**src/rtl/piso_pkg.sv**
```systemverilog
// Shared state encoding and default word width for the PISO serializer.
package piso_pkg;

   localparam int PISO_DEFAULT_WIDTH = 16;

   typedef enum logic [1:0] {
      IDLE  = 2'd0,
      SHIFT = 2'd1,
      PAR   = 2'd2
   } piso_state_t;

endpackage

```
**src/rtl/piso_shreg.sv**
```systemverilog
// WIDTH-bit shift register: parallel load or MSB-first shift (zero fill), else hold.
// Only the MSB leaves the block because that is the only bit the serializer drives out.
module piso_shreg #(
   parameter int WIDTH = 16
) (
   input  logic             clk_i,
   input  logic             rst_i,
   input  logic             load_i,
   input  logic             shift_i,
   input  logic [WIDTH-1:0] d_i,
   output logic             msb_o
);

   logic [WIDTH-1:0] q_q;
   logic [WIDTH-1:0] q_d;

   always_comb begin
      q_d = q_q;
      if (load_i) begin
         q_d = d_i;
      end else if (shift_i) begin
         q_d = {q_q[WIDTH-2:0], 1'b0};
      end
   end

   always_ff @(posedge clk_i) begin
      if (rst_i) begin
         q_q <= '0;
      end else begin
         q_q <= q_d;
      end
   end

   assign msb_o = q_q[WIDTH-1];

endmodule

```
**src/rtl/piso_serializer.sv**
```systemverilog
// Parallel-in serial-out serializer, MSB first, valid/ready on the serial side; ser_ready low holds the current bit.
// Optional PISO_PARITY_EN appends an even-parity beat after the data bits.
module piso_serializer
   import piso_pkg::*;
#(
   parameter int WIDTH = PISO_DEFAULT_WIDTH
) (
   input  logic             clk,
   input  logic             rst,
   input  logic             load_valid,
   output logic             load_ready,
   input  logic [WIDTH-1:0] d,
   output logic             ser_out,
   output logic             ser_valid,
   input  logic             ser_ready,
   output logic             busy,
   output logic             done
);

   localparam int CW = $clog2(WIDTH);
   localparam logic [CW-1:0] CNT_LAST = CW'(WIDTH - 1);

   piso_state_t   state_q;
   logic [CW-1:0] cnt_q;
   logic          done_q;
   logic          sh_msb;
   logic          load_fire;
   logic          shift_fire;
`ifdef PISO_PARITY_EN
   logic          par_q;
`endif

   assign load_fire  = load_valid && (state_q == IDLE);
   assign shift_fire = ser_ready && (state_q == SHIFT);

   piso_shreg #(
      .WIDTH(WIDTH)
   ) u_shreg (
      .clk_i  (clk),
      .rst_i  (rst),
      .load_i (load_fire),
      .shift_i(shift_fire),
      .d_i    (d),
      .msb_o  (sh_msb)
   );

   always_ff @(posedge clk) begin
      if (rst) begin
         state_q <= IDLE;
         cnt_q   <= '0;
         done_q  <= 1'b0;
`ifdef PISO_PARITY_EN
         par_q   <= 1'b0;
`endif
      end else begin
         done_q <= 1'b0;
         case (state_q)
            IDLE: begin
               if (load_fire) begin
                  state_q <= SHIFT;
                  cnt_q   <= '0;
`ifdef PISO_PARITY_EN
                  par_q   <= ^d;
`endif
               end
            end
            SHIFT: begin
               if (ser_ready) begin
                  // Counter parks on the last index so it never wraps inside a word.
                  if (cnt_q == CNT_LAST) begin
`ifdef PISO_PARITY_EN
                     state_q <= PAR;
`else
                     state_q <= IDLE;
                     done_q  <= 1'b1;
`endif
                  end else begin
                     cnt_q <= cnt_q + 1'b1;
                  end
               end
            end
`ifdef PISO_PARITY_EN
            PAR: begin
               if (ser_ready) begin
                  state_q <= IDLE;
                  done_q  <= 1'b1;
               end
            end
`endif
            default: state_q <= IDLE;
         endcase
      end
   end

   assign load_ready = (state_q == IDLE);
   assign busy       = (state_q != IDLE);
   assign ser_valid  = (state_q == SHIFT) || (state_q == PAR);
   assign done       = done_q;
`ifdef PISO_PARITY_EN
   assign ser_out    = ((state_q == SHIFT) && sh_msb) || ((state_q == PAR) && par_q);
`else
   assign ser_out    = (state_q == SHIFT) && sh_msb;
`endif

endmodule

```
**config.mk**
```make
export PLATFORM = sky130hd
export DESIGN_NAME = piso_serializer
export DESIGN_NICKNAME = d
export VERILOG_FILES = /design/src/rtl/piso_pkg.sv /design/src/rtl/piso_shreg.sv /design/src/rtl/piso_serializer.sv
export SDC_FILE = /design/constraint.sdc
export NUM_CORES = 1
export LEC_CHECK = 0
export ABC_AREA = 1
export ABC_CLOCK_PERIOD_IN_PS = 1600
export CAP_MARGIN = 20
export CELL_PAD_IN_SITES_DETAIL_PLACEMENT = 0
export CELL_PAD_IN_SITES_GLOBAL_PLACEMENT = 1
export CORE_ASPECT_RATIO = 0.9
export CORE_MARGIN = 2
export CORE_UTILIZATION = 34
export DETAILED_ROUTE_END_ITERATION = 10
export PLACE_DENSITY_LB_ADDON = 0.1
export SYNTH_ARGS = -nofsm -noshare
export SYNTH_HDL_FRONTEND = slang
export SYNTH_HIERARCHICAL = 1
export SYNTH_SLANG_ARGS = --single-unit
```
**constraint.sdc**
```tcl
create_clock -name clk -period 1.6 [get_ports clk]
set_input_delay 0.24 -clock clk [delete_from_list [all_inputs] [get_ports clk]]
set_output_delay 0.24 -clock clk [all_outputs]
set_load 0.02 [all_outputs]
```
# --- Word level (Yosys, flattened, before mapping) ---
# Cells that the tools add are included.
op_classes:
  n_addsub: 1
  mul: 0
  div: 0
  order_cmp: 0
  eq_ne: 7
  n_shift: 0
  n_mux: 11
  bitwise: 2
  reduce_logical: 11
op_table:
  columns: ["operator", "n"]
  rows:
  - ["$mux 16", 2]
  - ["$mux 4", 3]
  - ["$pmux 4 s2", 1]
  - ["$mux 2", 3]
  - ["$ne 2x2->1 const B", 3]
  - ["$reduce_bool 2->1", 3]
  - ["$add 4x1->4 const B", 1]
  - ["$eq 4x4->1 const B", 1]
  - ["$pmux 2 s2", 1]
  - ["$reduce_and 4->1", 1]
  - ["$logic_and 1x1->1", 3]
  - ["$reduce_and 3->1", 1]
  - ["$reduce_or 3->1", 1]
  - ["$eq 2x1->1 const B", 1]
  - ["$eq 2x2->1 const B", 1]
  - ["$logic_not 2->1", 1]
  - ["$ne 2x1->1 const B", 1]
  - ["$not 1->1", 2]
  - ["$logic_or 1x1->1", 1]
  - ["$mux 1", 1]
totals:
  register_bits: 23
  latchBits: 0
  ramBits: 0
  romBits: 0
  inputBits: 20
  out_inout_bits: 5
  elab_cells: 36
  memories: 0

# --- Logic depth before layout (Yosys ltp) ---
logic_depth:
  ltp_word: 4
  ltp_mapped: 10
  ltp_nobuf: 8

# --- Hierarchy ---
# The synthesis kept the hierarchy.
by_module_without_submodules:
  columns: ["mod", "n_inst", "cells_each", "area_each_um2", "seq_area_each_um2"]
  rows:
  - ["piso_shreg", 1, 121, 799.5, 320.3]
  - ["piso_serializer", 1, 43, 332.8, 120.1]

# --- Least setup slack after synthesis ---
# OpenSTA, ideal clock, no wires.
synth_timing:
  path_kind: "register -> register"
  start: "register state_q[0]"
  end: "register u_shreg.q_q[10]"
  setup_time_ns: 0.056
  t_arrival_ns: 1.431
  required_time_ns: 1.544
  setup_slack_ns: 0.113
  path_stages_with_launch: 11
  path_buffers: 2
  synth_period_minus_slack_ns: 1.487
  cell_sequence: "dfxtp_1 inv_2 nand2_2 inv_1 buf_6 nor2_8 buf_6 nand2_1 nand3_1 nand2_1 inv_1"
synth_between:
  elab_chain_len: 3
  word_cells_on_any_way: 6
  cone_classes: "eq/ne (1); mux (1); reduce/logical (4)"
synth_lines:
  columns: ["item", "line_no", "source"]
  rows:
  - ["start, declared", "piso_serializer.sv:23", "piso_state_t state_q;"]
  - ["start signal, assigned", "piso_serializer.sv:49", "state_q <= IDLE;"]
  - ["start signal, assigned", "piso_serializer.sv:60", "state_q <= SHIFT;"]
  - ["start signal, assigned", "piso_serializer.sv:74", "state_q <= IDLE;"]
  - ["$logic_not 2->1 *", null, null]
  - ["named net load_ready", "piso_serializer.sv:11", "output logic load_ready,"]
  - ["$logic_and 1x1->1 *", "piso_serializer.sv:33", "assign load_fire = load_valid && (state_q == IDLE);"]
  - ["named net load_fire", "piso_serializer.sv:27", "logic load_fire;"]
  - ["$mux 16 / $reduce_bool 2->1 (equally long branches)", null, null]
  - ["end signal, assigned", "piso_shreg.sv:30", "q_q <= q_d;"]
  - ["end, declared", "piso_shreg.sv:14", "logic [WIDTH-1:0] q_q;"]
# The timed path passes the listed nets; every way through them passes the cells marked *.
# A chain may end at the register's enable or synchronous reset.

# --- Worst setup path after layout ---
layout_timing:
  start: "register state_q[0]"
  end: "output ser_valid"
layout_between:
  elab_chain_len: 2
  word_cells_on_any_way: 3
  cone_classes: "eq/ne (2); reduce/logical (1)"
layout_lines:
  columns: ["item", "line_no", "source"]
  rows:
  - ["$eq 2x1->1 / $eq 2x2->1 (equally long branches)", "piso_serializer.sv:97", "assign ser_valid = (state_q == SHIFT) || (state_q == PAR);"]
  - ["$logic_or 1x1->1 *", "piso_serializer.sv:97", null]
  - ["end, declared", "piso_serializer.sv:14", "output logic ser_valid,"]
# Mark *: on every way between the ends. The rest lies on a longest branch, timed or not.

==> Implementation_results.wiki <==
{| class="wikitable"
! Metric !! Value
|-
| Run status || finished clean
|-
| Most common cell after layout, fill and taps aside || sky130_fd_sc_hd__nand2_1
|-
| Placeable Area || 3114 um^2
|-
| Placed wire-length estimate || 1806 um
|-
| Latest clock arrival within the worst-skew pair || 260 ps
|-
| Classification of the worst-slack hold path || flop to flop
|-
| Final period demand of the worst path || 1485 ps
|-
| Count of input and output buffers || 24
|-
| Number of synthesized register bits || 22
|-
| Cell type of the slowest stage on the worst timing path || sky130_fd_sc_hd__clkdlybuf4s50_1
|-
| # fillers || 335
|-
| Clock share of power || 0.329
|-
| Net switching share of the total power || 0.2567
|-
| Crit path required time || 1360 ps
|-
| Count of hold buffers inserted by post-cts repair || 0
|-
| Kind of start point of the critical path || flop
|-
| Inserted Diodes || 0
|-
| Measured slew at the worst slew-check pin || 444.2 ps
|-
| Leakage power || 0.7530 nW
|-
| Source of the critical timing path || state_q[0]
|-
| # nets final || 214
|-
| Library cell with the largest summed area after synthesis || sky130_fd_sc_hd__dfxtp_1
|-
| Worst Path Arrival || 1240 ps
|-
| Remaining Overflow, GRT || 0
|-
| Fraction of post-synthesis cell area in the top cell type by area || 0.3890
|-
| Proportion of power drawn by combinational gates || 0.185
|-
| Vertical die dimension || 58.75 um
|-
| DRC violations left || 0
|-
| Clock-pin slew on the worst setup and hold paths || 70 ps
|-
| Leading cell types by total area after synthesis || sky130_fd_sc_hd__dfxtp_1 39%, sky130_fd_sc_hd__nand2_1 20%, sky130_fd_sc_hd__nand3_1 12%, sky130_fd_sc_hd__inv_1 6.3%, sky130_fd_sc_hd__buf_6 3.0%
|-
| Sum of routed wire length over all layers || 2431 um
|-
| Hold Fails Final Rpt || 0
|-
| Int Pwr || 904.1 uW
|-
| Antenna violations before repair || 0
|-
| Final ANT Viol Nets || 0
|-
| Global routing met3 resource utilization || 0.04780
|-
| Clock Tree Buf Depth || 2
|-
| Fraction of layout instances using a drive strength above 1 || 0.1302
|-
| DRT Pass-1 Iters || 4
|-
| IR drop worst, VDD || 0.0004104 V
|-
| Total buffers and inverters traversed by the critical path || 1
|-
| Net count after synthesis || 185
|-
| RSZ-0062 raised after global routing || false
|-
| Netlist area before placement || 1132 um^2
|-
| Die area || 3809 um^2
|-
| Critical path's largest stage delay || 620 ps
|-
| Final-layout setup total negative slack || 0 ps
|-
| Switching power summed over all nets || 312.3 uW
|-
| Hold_sp || u_shreg/q_q[0]
|-
| Top fanout value on the critical path || 4
|-
| Vias/cell || 4.466
|-
| Crit. End Element || primary output
|-
| Final clock skew || 5.447 ps
|-
| Power Dens Cells || 824.5 nW/um^2
|-
| Via count of the first global-routing pass || 953
|-
| Maximum clock rate || 673.4 MHz
|-
| Library cells used by synthesis || 24
|-
| All-layer global routing usage || 0.1419
|-
| Maximum Capacitance Violations || 0
|-
| CTS root buffer || sky130_fd_sc_hd__clkbuf_8
|-
| Pin count of the biggest net entering global routing || 17
|-
| Site Rows || 19
|-
| Die width || 64.83 um
|-
| Part of the total power dissipated in sequential elements || 0.487
|-
| Global route hottest layer || met2
|-
| Routed WL per cell || 10.39 um
|-
| Delay-heaviest family, CP || buffers and inverters
|-
| Warnings, synthesis || 6
|-
| DRT iter0 DRCs || 101
|-
| Sequential share of the synthesized area || 0.3890
|-
| Total number of clock tree sinks || 22
|-
| H-tree lvl count || 1
|-
| Final GP Congestion || 0.7644
|-
| Routing usage on met1 || 0.1827
|-
| Per-instance average area after synthesis || 6.904 um^2
|-
| Syn-to-layout area delta || 30.28%
|-
| R2r startpoint || state_q[0]
|-
| Cell chain of the critical path || clkdlybuf4s50_1
|-
| CTS buffer count || 3
|-
| Number of primary I/O pins || 25
|-
| Max-slew violations || 0
|-
| Starting Density || 0.3636
|-
| Type of the worst setup path || flop to primary output
|-
| Final period util || 0.9281
|-
| CTS tree || done
|-
| Highest-count cells in the layout ignoring fill and taps || 59 x sky130_fd_sc_hd__nand2_1, 27 x sky130_fd_sc_hd__nand3_1, 22 x sky130_fd_sc_hd__dfxtp_1, 22 x sky130_fd_sc_hd__clkdlybuf4s50_1, 19 x sky130_fd_sc_hd__inv_1
|-
| GRT met2 Usage || 0.2253
|-
| Final setup violating endpoints || 0
|-
| Remaining max-slew budget at the tightest pin || 0.7036
|-
| Global-route wire length before repair || 4167 um
|-
| Vias after detailed routing || 1045
|-
| Post-Syn Instances || 164
|-
| Total power || 1.216 mW
|}
==> cells by family after synthesis <==
| group | Yosys count | share of synthesized area |
|---|---|---|
| buffers and inverters | 31 | 0.1359 |
| AO/OA/AOI/OAI | 9 | 0.04530 |
| adder cells (fa/ha/maj) | 1 | 0.01105 |
| flip-flops | 22 | 0.3889 |
| AND/OR/NAND/NOR | 101 | 0.4188 |
==> power groups by stage <==
stage | registers [mW] | logic (mW) | clock network, mW
final | 0.592 | 0.225 | 0.400
after global routing | 0.596 | 0.250 | 0.446
after CTS | 0.592 | 0.228 | 0.423
after detailed placement | 0.605 | 0.228 | 0
after global placement | 0.605 | 0.225 | 0
after floorplan | 0.605 | 0.140 | 0
==> repair_timing <==
item	in CTS	in global routing
cloned	0	0
setup endpoints to repair	1	1
resized for setup	1	1
endpoints found under the hold margin	0	0
buffers inserted	0	0
==> metal layers <==
metal	share of wire	vias up
met5	0	-
met4	0.013	0
met3	0.056	4
met2	0.44	18
met1	0.49	460
li1	-	563
==> worst paths after layout <==
path,slack [ps],cells after the start,end
worst max register to register,180,9,u_shreg/q_q[9]
worst min-delay path,470,2,u_shreg/q_q[0]
worst min register to register,470,2,u_shreg/q_q[0]
worst max-delay path,120,1,ser_valid
==> registers in the layout, summed over array words and instances (netlist names) <==
register	flops
state_q	1
u_shreg/q_q	16
cnt_q	4
done	1
==> layout make-up <==
cell class / instances / area, um^2 / area share
timing repair buffer: 32 / 301.5 / 0.2044
sequential: 22 / 440.4 / 0.2986
multi-input combinational: 111 / 538.0 / 0.3647
clock buffer: 4 / 55.05 / 0.03732
inverter: 23 / 87.58 / 0.05937
tap: 42 / 52.55 / 0.03562
==> Yosys cell counts, drive strengths merged <==
library cell / n
nand2: 64
nand3: 28
dfxtp: 22
buf: 8
a21oi: 6
inv: 22
nor2: 6
clkinv: 1
o21ai: 2
nor3: 1
o21a: 1
ha: 1
and3: 1
nand4: 1
==> metrics by stage <==
step	hold WS (ps)	std cells	instance area (um^2)	util	setup slack (ps)
2_1_floorplan	302.4	164	1132	-	112.9
3_3_place_gp	450.2	230	1419	0.4556	23.22
3_5_place_dp	452.0	230	1419	0.4556	-24.13
4_1_cts	467.0	234	1473	0.4729	4.383
5_1_grt	485.8	234	1475	0.4737	29.88
6_report	471.0	234	1475	0.4737	115.0
Note: power is estimated with default switching activity, not from simulation.
